<file path="src/rtl/umi_burst_pack.sv">
// UMI transmit packer: captures one request per handshake and emits a header
// beat followed by internally sequenced UW-wide data beats with a last flag.
module umi_burst_pack #(
  parameter int AW = 64,
  parameter int UW = 256,
  parameter int DW = 1024
) (
  input  logic                          clk,
  input  logic                          reset,
  input  logic                          in_valid,
  output logic                          in_ready,
  input  logic [7:0]                    in_opcode,
  input  logic [3:0]                    in_size,
  input  logic [19:0]                   in_user,
  input  logic [$clog2(DW/8):0]         in_len,
  input  logic [AW-1:0]                 in_dstaddr,
  input  logic [AW-1:0]                 in_srcaddr,
  input  logic [DW-1:0]                 in_data,
  output logic                          out_valid,
  input  logic                          out_ready,
  output logic [UW-1:0]                 out_packet,
  output logic                          out_last
);

  localparam int HDW = UW - 32 - 2 * AW;
  localparam int LW  = $clog2(DW / 8) + 1;
  localparam int NB  = DW / 8;
  localparam int CW  = LW + 3;

  typedef enum logic [1:0] {IDLE, HEAD, BURST} state_t;

  state_t          state;
  state_t          state_nxt;
  logic [DW-1:0]   data_sh;
  logic [CW-1:0]   rem;

  logic            is_read;
  logic            accept;
  logic            take;
  logic [CW-1:0]   len_ext;
  logic [CW-1:0]   len_eff;
  logic [CW-1:0]   len_bits;
  logic [CW-1:0]   rem_calc;
  logic [DW-1:0]   data_mask;
  logic [UW-1:0]   hdr;

  // Request decode: clamp length, count burst beats, zero bytes past the length
  always_comb begin
    is_read  = (in_opcode[3:0] == 4'h1);
    len_ext  = CW'(in_len);
    len_eff  = (len_ext > CW'(NB)) ? CW'(NB) : len_ext;
    len_bits = len_eff << 3;
    rem_calc = '0;
    if (!is_read && (len_bits > CW'(HDW)))
      rem_calc = (len_bits - CW'(HDW) + CW'(UW - 1)) / CW'(UW);
    data_mask = '0;
    for (int i = 0; i < NB; i++) begin
      if (!is_read && (CW'(i) < len_eff))
        data_mask[i*8 +: 8] = in_data[i*8 +: 8];
    end
    hdr = {data_mask[HDW-1:0], in_srcaddr, in_dstaddr, in_user, in_size, in_opcode};
  end

  always_ff @(posedge clk or posedge reset) begin
    if (reset) state <= IDLE;
    else       state <= state_nxt;
  end

  always_comb begin
    state_nxt = state;
    accept    = 1'b0;
    take      = out_valid && out_ready;
    case (state)
      IDLE: begin
        if (in_valid && in_ready) begin
          accept    = 1'b1;
          state_nxt = HEAD;
        end
      end
      HEAD: begin
        if (take) state_nxt = (rem == '0) ? IDLE : BURST;
      end
      BURST: begin
        if (take && (rem == CW'(1))) state_nxt = IDLE;
      end
      default: state_nxt = IDLE;
    endcase
  end

  // Beat sequencing: data_sh always holds the next burst beat in its low UW bits
  always_ff @(posedge clk or posedge reset) begin
    if (reset) begin
      in_ready   <= 1'b0;
      out_valid  <= 1'b0;
      out_last   <= 1'b0;
      out_packet <= '0;
      data_sh    <= '0;
      rem        <= '0;
    end else begin
      in_ready <= (state_nxt == IDLE);
      case (state)
        IDLE: begin
          if (accept) begin
            out_valid  <= 1'b1;
            out_packet <= hdr;
            out_last   <= (rem_calc == '0);
            rem        <= rem_calc;
            data_sh    <= data_mask >> HDW;
          end
        end
        HEAD: begin
          if (take) begin
            if (rem == '0) begin
              out_valid <= 1'b0;
              out_last  <= 1'b0;
            end else begin
              out_packet <= data_sh[UW-1:0];
              data_sh    <= data_sh >> UW;
              out_last   <= (rem == CW'(1));
            end
          end
        end
        BURST: begin
          if (take) begin
            if (rem == CW'(1)) begin
              out_valid <= 1'b0;
              out_last  <= 1'b0;
            end else begin
              rem        <= rem - CW'(1);
              out_packet <= data_sh[UW-1:0];
              data_sh    <= data_sh >> UW;
              out_last   <= (rem == CW'(2));
            end
          end
        end
        default: begin
          out_valid <= 1'b0;
          out_last  <= 1'b0;
        end
      endcase
    end
  end

endmodule
</file>
<file path="config.mk">
export PLATFORM = sky130hd
export DESIGN_NAME = umi_burst_pack
export DESIGN_NICKNAME = d
export VERILOG_FILES = /design/src/rtl/umi_burst_pack.sv
export SDC_FILE = /design/constraint.sdc
export NUM_CORES = 2
export LEC_CHECK = 0
export ABC_CLOCK_PERIOD_IN_PS = 73800
export CORE_AREA = 2 2 567 569
export CTS_CLUSTER_SIZE = 28
export DETAILED_ROUTE_END_ITERATION = 12
export DIE_AREA = 0 0 569 571
export GPL_ROUTABILITY_DRIVEN = 1
export SLEW_MARGIN = 20
export SYNTH_ARGS = -nofsm -noshare
export SYNTH_HDL_FRONTEND = slang
export SYNTH_SLANG_ARGS = --single-unit
export TNS_END_PERCENT = 20
</file>
<file path="constraint.sdc">
create_clock -name clk -period 73.8 [get_ports clk]
set_clock_uncertainty 0.1 [all_clocks]
set_input_delay 11.07 -clock clk [delete_from_list [all_inputs] [get_ports clk]]
set_output_delay 11.07 -clock clk [all_outputs]
set_load 0.01 [all_outputs]
</file>
==> reports/results.txt <==
outcome: complete, no violations
Cell Pwr Density: 21.6 nW/µm²
WS Path Type: primary input to flip-flop
Comb power frac: 10.2%
Design Area, Final: 77800 µm²
crit end category: flip-flop
Overflow after GRT: 0
worst skew pair latency: 0.84 ns
gr usage total: 19.0%
Synth Area per Inst: 9.74 µm²
Routed wire per std cell: 28.8 µm
internal power: 1.25 mW
Top FF cell, synth: dfrtp_1
Hold Vio Cnt, Final: 0
max frequency: 0.0564 GHz
asr flop ratio synth: 100%
Final Wtd Congestion: 0.898
sequential share of power: 42.6%
Clock Sinks: 1200
layout cells sized above 1: 6.55%
CP Data Required Time: 74.33 ns
Slew Viols, Final: 0
total CTS buffers: 152
CORE AREA: 319000 µm²
final setup violation count: 0
num rows: 208
P_sw: 0.428 mW
period utilization: 24.0%
Buffers on Ports: 1454
CTS H-tree lvls: 4
postcts setup bufs: 0
multi-input logic area: 21200 µm²
min Tclk post-route: 17.72 ns
Pleak: 33.6 nW
Distinct cells, synth: 68
# hold bufs at CTS: 0
initial antenna violation count: 145
Register Area: 30000 µm²
CTS tree: done
Initial Utilization: 16.6%
CTS Root Cell: clkbuf_16
# DRC: 0
CP Max Fanout: 239
Startpoint Class: primary input
cell count after synthesis: 5443
DR vias/cell: 4.50
R2R depth: 12
setup tns final: 0 ns
die height: 571 µm
cts repair resizes: 0
sequential area share after synthesis: 56.7%
CTS clk-pin slew, worst paths: 0.06 ns
worst-margin pin slew: 1.26 ns
Die Width: 569 µm
die area: 325000 µm²
number of max-cap violations: 0
Filler cells: 34400
Rel. slew slack: 16.2%
first-pass GRT wire length: 427000 µm
vias in the first global route: 49300
cell area after synthesis: 53000 µm²
largest net degree at the start of global routing: 240
initial detailed-routing violation count: 4578
Clk pwr share: 47.2%
hold path cells: 2
synth-to-layout area growth: 46.8%
wirelength, routed: 321000 µm
nets: 7941
Sw Ratio: 25.5%
placed instance area: 72200 µm²
DR vias: 50100
CTS max path bufs: 4
post-synthesis register bit count: 1200
Post-Syn Nets: 6646
RSZ-0062 raised after global routing: no
CP arrival: 18.25 ns
EDFF count, synth: 0
hold crit path type: flip-flop to flip-flop
YS warnings: 0
io pins: 1455
hpwl dp: 253000 µm
remaining antenna violation count: 0
maximum vdd drop: 0.0154 mV
DRT Pass-1 Iters: 6
power by group through the flow:
stage / Combinational, mW / Sequential (mW) / Clock [mW]
final: 0.171 / 0.715 / 0.792
after global routing: 0.185 / 0.719 / 0.835
after CTS: 0.174 / 0.716 / 0.809
after detailed placement: 0.173 / 0.727 / 0
after global placement: 0.172 / 0.726 / 0
after floorplan: 0.0479 / 0.723 / 0
synth_stat cells, drive strengths merged (2+ instances only):
| cell | number | area share, % |
|---|---|---|
| a211oi | 5 | 0.11 |
| a21boi | 6 | 0.092 |
| a21o | 4 | 0.057 |
| a21oi | 53 | 0.50 |
| a221oi | 282 | 4.7 |
| a22o | 33 | 0.55 |
| a31o | 2 | 0.033 |
| a31oi | 13 | 0.15 |
| a32oi | 456 | 7.5 |
| and3 | 4 | 0.047 |
| buf | 193 | 1.8 |
| clkbuf | 254 | 1.8 |
| dfrtp | 1200 | 57 |
| ha | 7 | 0.17 |
| inv | 12 | 0.085 |
| mux2i | 185 | 3.5 |
| nand2 | 1157 | 8.2 |
| nand2b | 2 | 0.024 |
| nand3 | 242 | 2.3 |
| nand3b | 2 | 0.028 |
| nand4 | 7 | 0.083 |
| nor2 | 590 | 4.2 |
| nor2b | 3 | 0.035 |
| nor3 | 11 | 0.11 |
| nor3b | 3 | 0.042 |
| nor4 | 5 | 0.14 |
| nor4b | 4 | 0.15 |
| o21ai | 668 | 6.3 |
| o31ai | 4 | 0.066 |
| or2 | 4 | 0.047 |
| or3 | 5 | 0.059 |
| or4 | 2 | 0.028 |
| xor2 | 4 | 0.066 |
worst max-delay path: stages:
cell,delay [ns]
clkdlybuf4s50_1,0.46
a2bb2oi_1,0.21
a21o_1,0.27
a211o_4,0.61
buf_12,0.59
buf_12,0.67
buf_4,0.88
buf_4,0.69
buf_4,0.86
buf_4,0.92
o21ai_0,0.25
placed cells by master, fill, tap and decap left out, types with 8 or more instances in the layout:
master / n
clkinvlp_4: 8
a22o_1: 33
clkbuf_8: 42
a31oi_1: 12
diode_2: 87
a21oi_1: 44
buf_4: 120
a21oi_2: 9
nand2_1: 1156
clkinv_2: 17
a32oi_1: 456
clkdlybuf4s50_1: 1453
inv_1: 10
inv_6: 9
o21ai_1: 65
mux2i_1: 185
nand3_1: 241
o21ai_0: 598
bufinv_16: 11
nor3_1: 8
nor2_1: 583
clkbuf_16: 154
a221oi_1: 282
dfrtp_1: 1200
clkbuf_1: 17
metal layers:
metal  wire length [µm]  track usage (%)  vias to the layer above
met1             134000             24.0                    24800
li1                   -                -                    22500
met5                476                0                        -
met3              26300             5.33                      501
met2             147000             30.1                     2270
met4              13100             7.92                       74
cell type report:
cell class | count | area share [%]
sequential | 1200 | 38.6
inverter | 12 | 0.0675
timing repair buffer | 1588 | 20.2
clock inverter | 56 | 1.02
multi-input combinational | 3784 | 27.3
clock buffer | 213 | 5.78
antenna | 87 | 0.280
tap | 4200 | 6.75
registers in the layout (all words and copies together), names as in the netlist:
signal and flops:
rem 11, out_packet 256, state 2, out_valid 1
out_last 1, in_ready 1, data_sh 928
stage by stage:
step | power, mW | hold slack (ns) | utilization, % | setup WS [ns] | std cells
global placement | 0.898 | 0.350 | 22.6 | 55.53 | 10800
detailed placement | 0.900 | 0.355 | 22.6 | 55.46 | 10800
CTS | 1.70 | 0.368 | 24.3 | 56.36 | 11000
finish | 1.68 | 0.365 | 24.4 | 56.08 | 11100
global route | 1.74 | 0.381 | 24.3 | 55.62 | 11100
floorplan | 0.771 | 0.338 | - | 28.82 | 5443
final timing paths:
check,startpoint,to,slack [ns]
max in group asynchronous,reset,data_sh[642],57.76
min in group asynchronous,reset,data_sh[22],10.67
max reg2reg,state[0],data_sh[119],65.69
max,out_ready,data_sh[119],56.08
min reg2reg,data_sh[741],data_sh[741],0.36
min,data_sh[741],data_sh[741],0.36
logic make-up after synthesis:
| group | synth area share, % |
|---|---|
| buffers and inverters | 3.74 |
| AOI/OAI and AO/OA | 20.3 |
| and+or+nand+nor | 15.5 |
| muxes | 3.52 |
| adders and majority gates | 0.165 |
| xor gates and xnor gates | 0.0826 |
| DFF | 56.7 |
No activity file was read; power rests on OpenSTA's default activity.
